==> src/rtl/mem_stage_ld_pkg.sv <==
// Shared pipeline definitions for the MEM load stage: load-type codes,
// per-instruction state encoding and EX->MEM / MEM->WB bus widths.
package mem_stage_ld_pkg;

    localparam logic [2:0] LD_B  = 3'd0;
    localparam logic [2:0] LD_H  = 3'd1;
    localparam logic [2:0] LD_W  = 3'd2;
    localparam logic [2:0] LD_BU = 3'd3;
    localparam logic [2:0] LD_HU = 3'd4;
    localparam logic [2:0] LD_D  = 3'd5;

    typedef enum logic [1:0] {
        MS_IDLE = 2'd0,
        MS_WAIT = 2'd1,
        MS_HOLD = 2'd2
    } ms_state_e;

    // {req_issued, ld_type[2:0], res_from_mem, gr_we, dest, alu_result, pc}
    function automatic int es_to_ms_w(input int dest_w, input int data_w, input int pc_w);
        return 6 + dest_w + data_w + pc_w;
    endfunction

    // {gr_we, dest, final_result, pc}
    function automatic int ms_to_ws_w(input int dest_w, input int data_w, input int pc_w);
        return 1 + dest_w + data_w + pc_w;
    endfunction

    localparam int ES_TO_MS_W = 6 + 5 + 32 + 32;
    localparam int MS_TO_WS_W = 1 + 5 + 32 + 32;

endpackage

==> src/rtl/mem_stage_ld_load_align.sv <==
// Combinational load alignment: selects byte/halfword/word/dword at the
// given byte offset and sign- or zero-extends it to DATA_W.
module mem_stage_ld_load_align
    import mem_stage_ld_pkg::*;
#(
    parameter int DATA_W = 32,
    parameter int OFF_W  = $clog2(DATA_W / 8)
) (
    input  logic [DATA_W-1:0] data,
    input  logic [OFF_W-1:0]  off,
    input  logic [2:0]        ld_type,
    output logic [DATA_W-1:0] result
);

    logic [OFF_W-1:0]  off_h;
    logic [OFF_W-1:0]  off_w;
    logic [DATA_W-1:0] sh_b;
    logic [DATA_W-1:0] sh_h;
    logic [DATA_W-1:0] sh_w;

    always_comb begin
        off_h = off & ~OFF_W'(1);
        off_w = off & ~OFF_W'(3);
        sh_b  = data >> {off, 3'b000};
        sh_h  = data >> {off_h, 3'b000};
        sh_w  = data >> {off_w, 3'b000};
        case (ld_type)
            LD_B:    result = DATA_W'($signed(sh_b[7:0]));
            LD_BU:   result = DATA_W'(sh_b[7:0]);
            LD_H:    result = DATA_W'($signed(sh_h[15:0]));
            LD_HU:   result = DATA_W'(sh_h[15:0]);
            LD_D:    result = data;
            default: result = DATA_W'($signed(sh_w[31:0]));  // LD_W and codes 6/7
        endcase
    end

endmodule

==> src/rtl/mem_stage_ld.sv <==
// In-order MEM stage with variable-latency data SRAM response, hold buffer,
// load alignment, flush with stale-response discard. MS_FWD_EN drives the ID forwarding port.
module mem_stage_ld
    import mem_stage_ld_pkg::*;
#(
    parameter int DATA_W = 32,
    parameter int DEST_W = 5,
    parameter int PC_W   = 32,
    parameter int DISC_W = 2
) (
    input  logic                                         clk,
    input  logic                                         reset,
    input  logic                                         ws_allowin,
    output logic                                         ms_allowin,
    input  logic                                         es_to_ms_valid,
    input  logic [es_to_ms_w(DEST_W, DATA_W, PC_W)-1:0]  es_to_ms_bus,
    output logic                                         ms_to_ws_valid,
    output logic [ms_to_ws_w(DEST_W, DATA_W, PC_W)-1:0]  ms_to_ws_bus,
    input  logic                                         data_sram_data_ok,
    input  logic [DATA_W-1:0]                            data_sram_rdata,
    input  logic                                         ms_flush,
    output logic                                         ms_fwd_valid,
    output logic [DEST_W-1:0]                            ms_fwd_dest,
    output logic [DATA_W-1:0]                            ms_fwd_data,
    output logic                                         ms_fwd_pending,
    output logic                                         in_ms_valid
);

    localparam int ES_W  = es_to_ms_w(DEST_W, DATA_W, PC_W);
    localparam int OFF_W = $clog2(DATA_W / 8);

    logic              ms_valid;
    logic [ES_W-1:0]   bus_r;
    ms_state_e         state;
    logic [DISC_W-1:0] disc_cnt;
    logic [DATA_W-1:0] hold_data;

    logic              req_issued, res_from_mem, gr_we;
    logic [2:0]        ld_type;
    logic [DEST_W-1:0] dest;
    logic [DATA_W-1:0] alu_result, mem_src, aligned, final_result;
    logic [PC_W-1:0]   pc;

    assign {req_issued, ld_type, res_from_mem, gr_we, dest, alu_result, pc} = bus_r;

    // A response is for the held instruction only when no stale responses are owed.
    logic discard, acc_ok, ms_ready_go, disc_inc, disc_dec;
    assign discard     = data_sram_data_ok && (disc_cnt != '0);
    assign acc_ok      = data_sram_data_ok && (disc_cnt == '0) && (state == MS_WAIT);
    assign ms_ready_go = (state != MS_WAIT) || acc_ok;
    assign disc_inc    = ms_flush && (state == MS_WAIT) && !acc_ok;
    assign disc_dec    = discard;

    assign ms_to_ws_valid = ms_valid && ms_ready_go && !ms_flush;
    assign ms_allowin     = !ms_valid || (ms_ready_go && ws_allowin);
    assign in_ms_valid    = ms_valid;

    assign mem_src = (state == MS_HOLD) ? hold_data : data_sram_rdata;

    mem_stage_ld_load_align #(.DATA_W(DATA_W)) u_align (
        .data    (mem_src),
        .off     (alu_result[OFF_W-1:0]),
        .ld_type (ld_type),
        .result  (aligned)
    );

    assign final_result = res_from_mem ? aligned : alu_result;
    assign ms_to_ws_bus = {gr_we, dest, final_result, pc};

    always_ff @(posedge clk) begin
        if (reset) begin
            ms_valid  <= 1'b0;
            bus_r     <= '0;
            state     <= MS_IDLE;
            disc_cnt  <= '0;
            hold_data <= '0;
        end else begin
            if (disc_inc && !disc_dec)
                disc_cnt <= disc_cnt + 1'b1;
            else if (disc_dec && !disc_inc)
                disc_cnt <= disc_cnt - 1'b1;

            if (ms_flush) begin
                ms_valid <= 1'b0;
                state    <= MS_IDLE;
            end else if (ms_allowin) begin
                ms_valid <= es_to_ms_valid;
                state    <= MS_IDLE;
                if (es_to_ms_valid) begin
                    bus_r <= es_to_ms_bus;
                    if (es_to_ms_bus[ES_W-1])
                        state <= MS_WAIT;
                end
            end else if (acc_ok) begin
                state     <= MS_HOLD;
                hold_data <= data_sram_rdata;
            end
        end
    end

    a_disc_no_overflow: assert property (@(posedge clk) disable iff (reset)
        !(disc_inc && !disc_dec && (&disc_cnt)));

    a_no_stray_data_ok: assert property (@(posedge clk) disable iff (reset)
        !(data_sram_data_ok && (disc_cnt == '0) && (state != MS_WAIT)));

`ifdef MS_FWD_EN
    assign ms_fwd_valid   = ms_valid && gr_we;
    assign ms_fwd_dest    = dest;
    assign ms_fwd_data    = final_result;
    assign ms_fwd_pending = res_from_mem && (state == MS_WAIT) && !acc_ok;
`else
    assign ms_fwd_valid   = 1'b0;
    assign ms_fwd_dest    = '0;
    assign ms_fwd_data    = '0;
    assign ms_fwd_pending = 1'b0;
`endif

endmodule

==> config.mk <==
export PLATFORM = sky130hd
export DESIGN_NAME = mem_stage_ld
export DESIGN_NICKNAME = d
export VERILOG_FILES = /design/src/rtl/mem_stage_ld_pkg.sv /design/src/rtl/mem_stage_ld_load_align.sv /design/src/rtl/mem_stage_ld.sv
export SDC_FILE = /design/constraint.sdc
export NUM_CORES = 1
export LEC_CHECK = 0
export ABC_AREA = 1
export BUFFER_PORTS_ARGS = -buffer_cell sky130_fd_sc_hd__buf_4
export CAP_MARGIN = 20
export CORE_MARGIN = 5
export CORE_UTILIZATION = 45
export DETAILED_ROUTE_END_ITERATION = 6
export GPL_ROUTABILITY_DRIVEN = 0
export PLACE_DENSITY_LB_ADDON = 0.2
export SYNTH_ARGS = -nofsm -noshare
export SYNTH_HDL_FRONTEND = slang
export SYNTH_SLANG_ARGS = --single-unit
==> constraint.sdc <==
create_clock -name clk -period 2.3 [get_ports clk]
set_clock_uncertainty 0.2 [all_clocks]
set_input_delay 0.69 -clock clk [delete_from_list [all_inputs] [get_ports clk]]
set_output_delay 0.69 -clock clk [all_outputs]
set_load 0.02 [all_outputs]
==> metrics.md <==
| Metric | Value |
|---|---|
| Status | `complete, but fails checks` |
| Failing checks | `setup timing` |
| CTS tree | `yes` |
| CTS Hold Bufs | `0` |
| Pin count of the biggest net entering global routing | `69` |
| Lkg Pwr | `4.054 nW` |
| Synth async-reset ratio | `0` |
| Design Power | `5.183 mW` |
| Min-Delay Path Class | `register to register` |
| Top FF cell, synth | `dfxtp_1` |
| Crit-path slowest cell | `dfxtp_4` |
| Number of fill cells | `1262` |
| Vias in the first global route | `5670` |
| Final Net Count | `1213` |
| Footprint of the multi-input gates | `0.003191 mm2` |
| Synth Cell Area | `0.006187 mm2` |
| Final Cycle Share | `1.247` |
| Cell with the most instances after synthesis | `nand2_1` |
| Tmin final | `2.867 ns` |
| Crit path max fanout | `7` |
| Required @ worst endpoint | `1.41 ns` |
| First-pass GRT wire length | `28350 um` |
| Power per standard cell area | `597.5 mW/mm2` |
| Share of layout cells above drive strength 1 | `0.3741` |
| Via count | `6223` |
| VDD IR max | `0.3837 mV` |
| Crit. End Element | `output port` |
| Fmax | `0.3488 GHz` |
| DIE HEIGHT | `127.3 um` |
| DR DRC count | `0` |
| Clock Latency Late Sink | `0.35 ns` |
| Die W | `127.3 um` |
| Initial Util | `0.4635` |
| WL final | `17990 um` |
| Root buffer cell | `clkbuf_16` |
| IO buf count | `185` |
| Full die area | `0.01619 mm2` |
| Synth area leaders | `dfxtp_1, buf_4, nand2_1` |
| Core area | `0.01335 mm2` |
| Layout area overhead | `40.18%` |
| Setup violators final | `32` |
| Via-per-instance ratio | `4.862` |
| Synth Instances | `914` |
| Area fraction of the dominant cell type after synthesis | `0.3592` |
| Initial DRC Count | `451` |
| RSZ-0062 raised after global routing | `true` |
| Worst setup SP type | `register` |
| Hold WS | `0.2442 ns` |
| Initial antenna violation count | `0` |
| Top cell type by total area after synthesis | `dfxtp_1` |
| Synth cell count leaders | `nand2_1, a21oi_1, dfxtp_1` |
| Delay of the slowest critical-path stage | `0.44 ns` |
| IO Count | `225` |
| Post-synth cell types | `31` |
| Avg Inst Size Synth | `6.769 um2` |
| Total CTS buffers | `9` |
| Final global-route overflow total | `0` |
| FP Rows | `42` |
| Clock transition at path regs | `0.08 ns` |
| Synthesis warning total | `0` |
| Max-Cap Viols | `0` |
| Final setup margin | `-0.5672 ns` |
| Final hold viol count | `0` |
| H-tree levels | `3` |
| Critical Path AT | `1.98 ns` |
| Post-DR wirelength/cell | `14.05 um` |
| Total GRT Usage | `0.2160` |
| Post-synthesis sequential area ratio | `0.3592` |
| Pre-antenna DRT Iters | `5` |
| Post-DP HPWL | `13440 um` |
| Crit path max-delay family | `buffers and inverters` |
| Flops & latches, synth | `111` |
| EDFF count, synth | `0` |
| TritonCTS Sinks | `111` |
| Longest Clk Path Bufs | `2` |
| DRT antenna net count | `0` |
| Crit Path Class | `register to output port` |
| Ant diodes | `0` |
| Place WS | `-0.6099 ns` |
| Buf/Inv on CP | `4` |
| Reg area | `0.002236 mm2` |
| Worst path cell trace | `buf_8 -> buf_4 -> nand3_1 -> nand2_1 -> buf_4 -> nand2_1 -> nand2_1 -> a21oi_1 -> o21ai_2 -> buf_4` |
| Max-slew violations | `0` |
layer usage:
layer	share of wire	global-route usage	vias up
met2	0.45	0.3378	236
met4	0.027	0.07950	0
met1	0.46	0.2988	2771
met5	0	0	-
met3	0.069	0.03881	30
li1	-	-	3186
layout make-up:
cell class                 instances  share of cell area
sequential                       111              0.2578
timing repair buffer             266              0.2618
clock buffer                      10             0.02755
inverter                         116             0.05179
clock inverter                     6            0.007790
tap                              176             0.02539
multi-input combinational        595              0.3679
where the power goes:
part | switching (mW) | total (mW) | internal (mW) | leakage, nW
logic | 0.844 | 1.49 | 0.651 | 3.00
clock network | 0.743 | 1.62 | 0.879 | 0.145
registers | 0.0501 | 2.07 | 2.02 | 0.912
total | 1.64 | 5.18 | 3.55 | 4.05
metrics by stage:
stage | util | std cells | cell area, um2 | setup TNS (ns)
finish | 0.6498 | 1280 | 8673 | -16.21
global route | 0.6498 | 1280 | 8673 | -19.04
CTS | 0.6437 | 1279 | 8592 | -15.52
detailed placement | 0.5879 | 1255 | 7848 | -12.52
global placement | 0.5879 | 1255 | 7848 | -12.21
floorplan | - | 952 | 6460 | -0.2626
worst min-delay path: stages (launching register included):
cell and delay (ns):
dfxtp_1 0.31, inv_1 0.05, a21oi_1 0.05
cells in the final DEF, fill, tap and decap left out, types with 11 or more instances in the layout:
| cell type | n |
|---|---|
| buf_4 | 224 |
| nand2_1 | 127 |
| a21oi_1 | 107 |
| dfxtp_1 | 106 |
| inv_1 | 94 |
| o21ai_0 | 74 |
| nor2_1 | 63 |
| o21ai_1 | 55 |
| conb_1 | 39 |
| o21ai_2 | 31 |
| buf_6 | 29 |
| nand2_2 | 26 |
| nand3_1 | 19 |
| inv_2 | 18 |
| nand3_2 | 15 |
| buf_12 | 11 |
logic make-up after synthesis:
logic type                 Yosys count  synth area share
buffers and inverters              247            0.2182
AOI/OAI and AO/OA                  283            0.2313
and+or+nand+nor                    271            0.1887
DFF                                111            0.3592
other                                1         0.0006061
adders and majority gates            1          0.002022
path summary, 6_finish.rpt:
check	to	cells after the start	startpoint	slack [ns]
max	ms_to_ws_bus[37]	10	state[1]$_SDFFE_PP0P_	-0.57
min	bus_r[28]$_SDFFE_PP0P_	2	bus_r[28]$_SDFFE_PP0P_	0.24
max reg2reg	bus_r[15]$_SDFFE_PP0P_	11	state[0]$_SDFFE_PP0P_	0.30
min reg2reg	bus_r[28]$_SDFFE_PP0P_	2	bus_r[28]$_SDFFE_PP0P_	0.24
what timing repair did:
item | in CTS | in global routing
cloned | 2 | 0
endpoints found under the setup margin | 33 | 34
pin swaps | 24 | 13
setup buffers | 6 | 1
resized for setup | 114 | 20
sequential cells by signal, indices dropped and copies added, names as in the netlist:
register,count
hold_data,32
disc_cnt,2
in_ms_valid,1
state,2
bus_r,74
No activity file was read; power rests on OpenSTA's default activity.
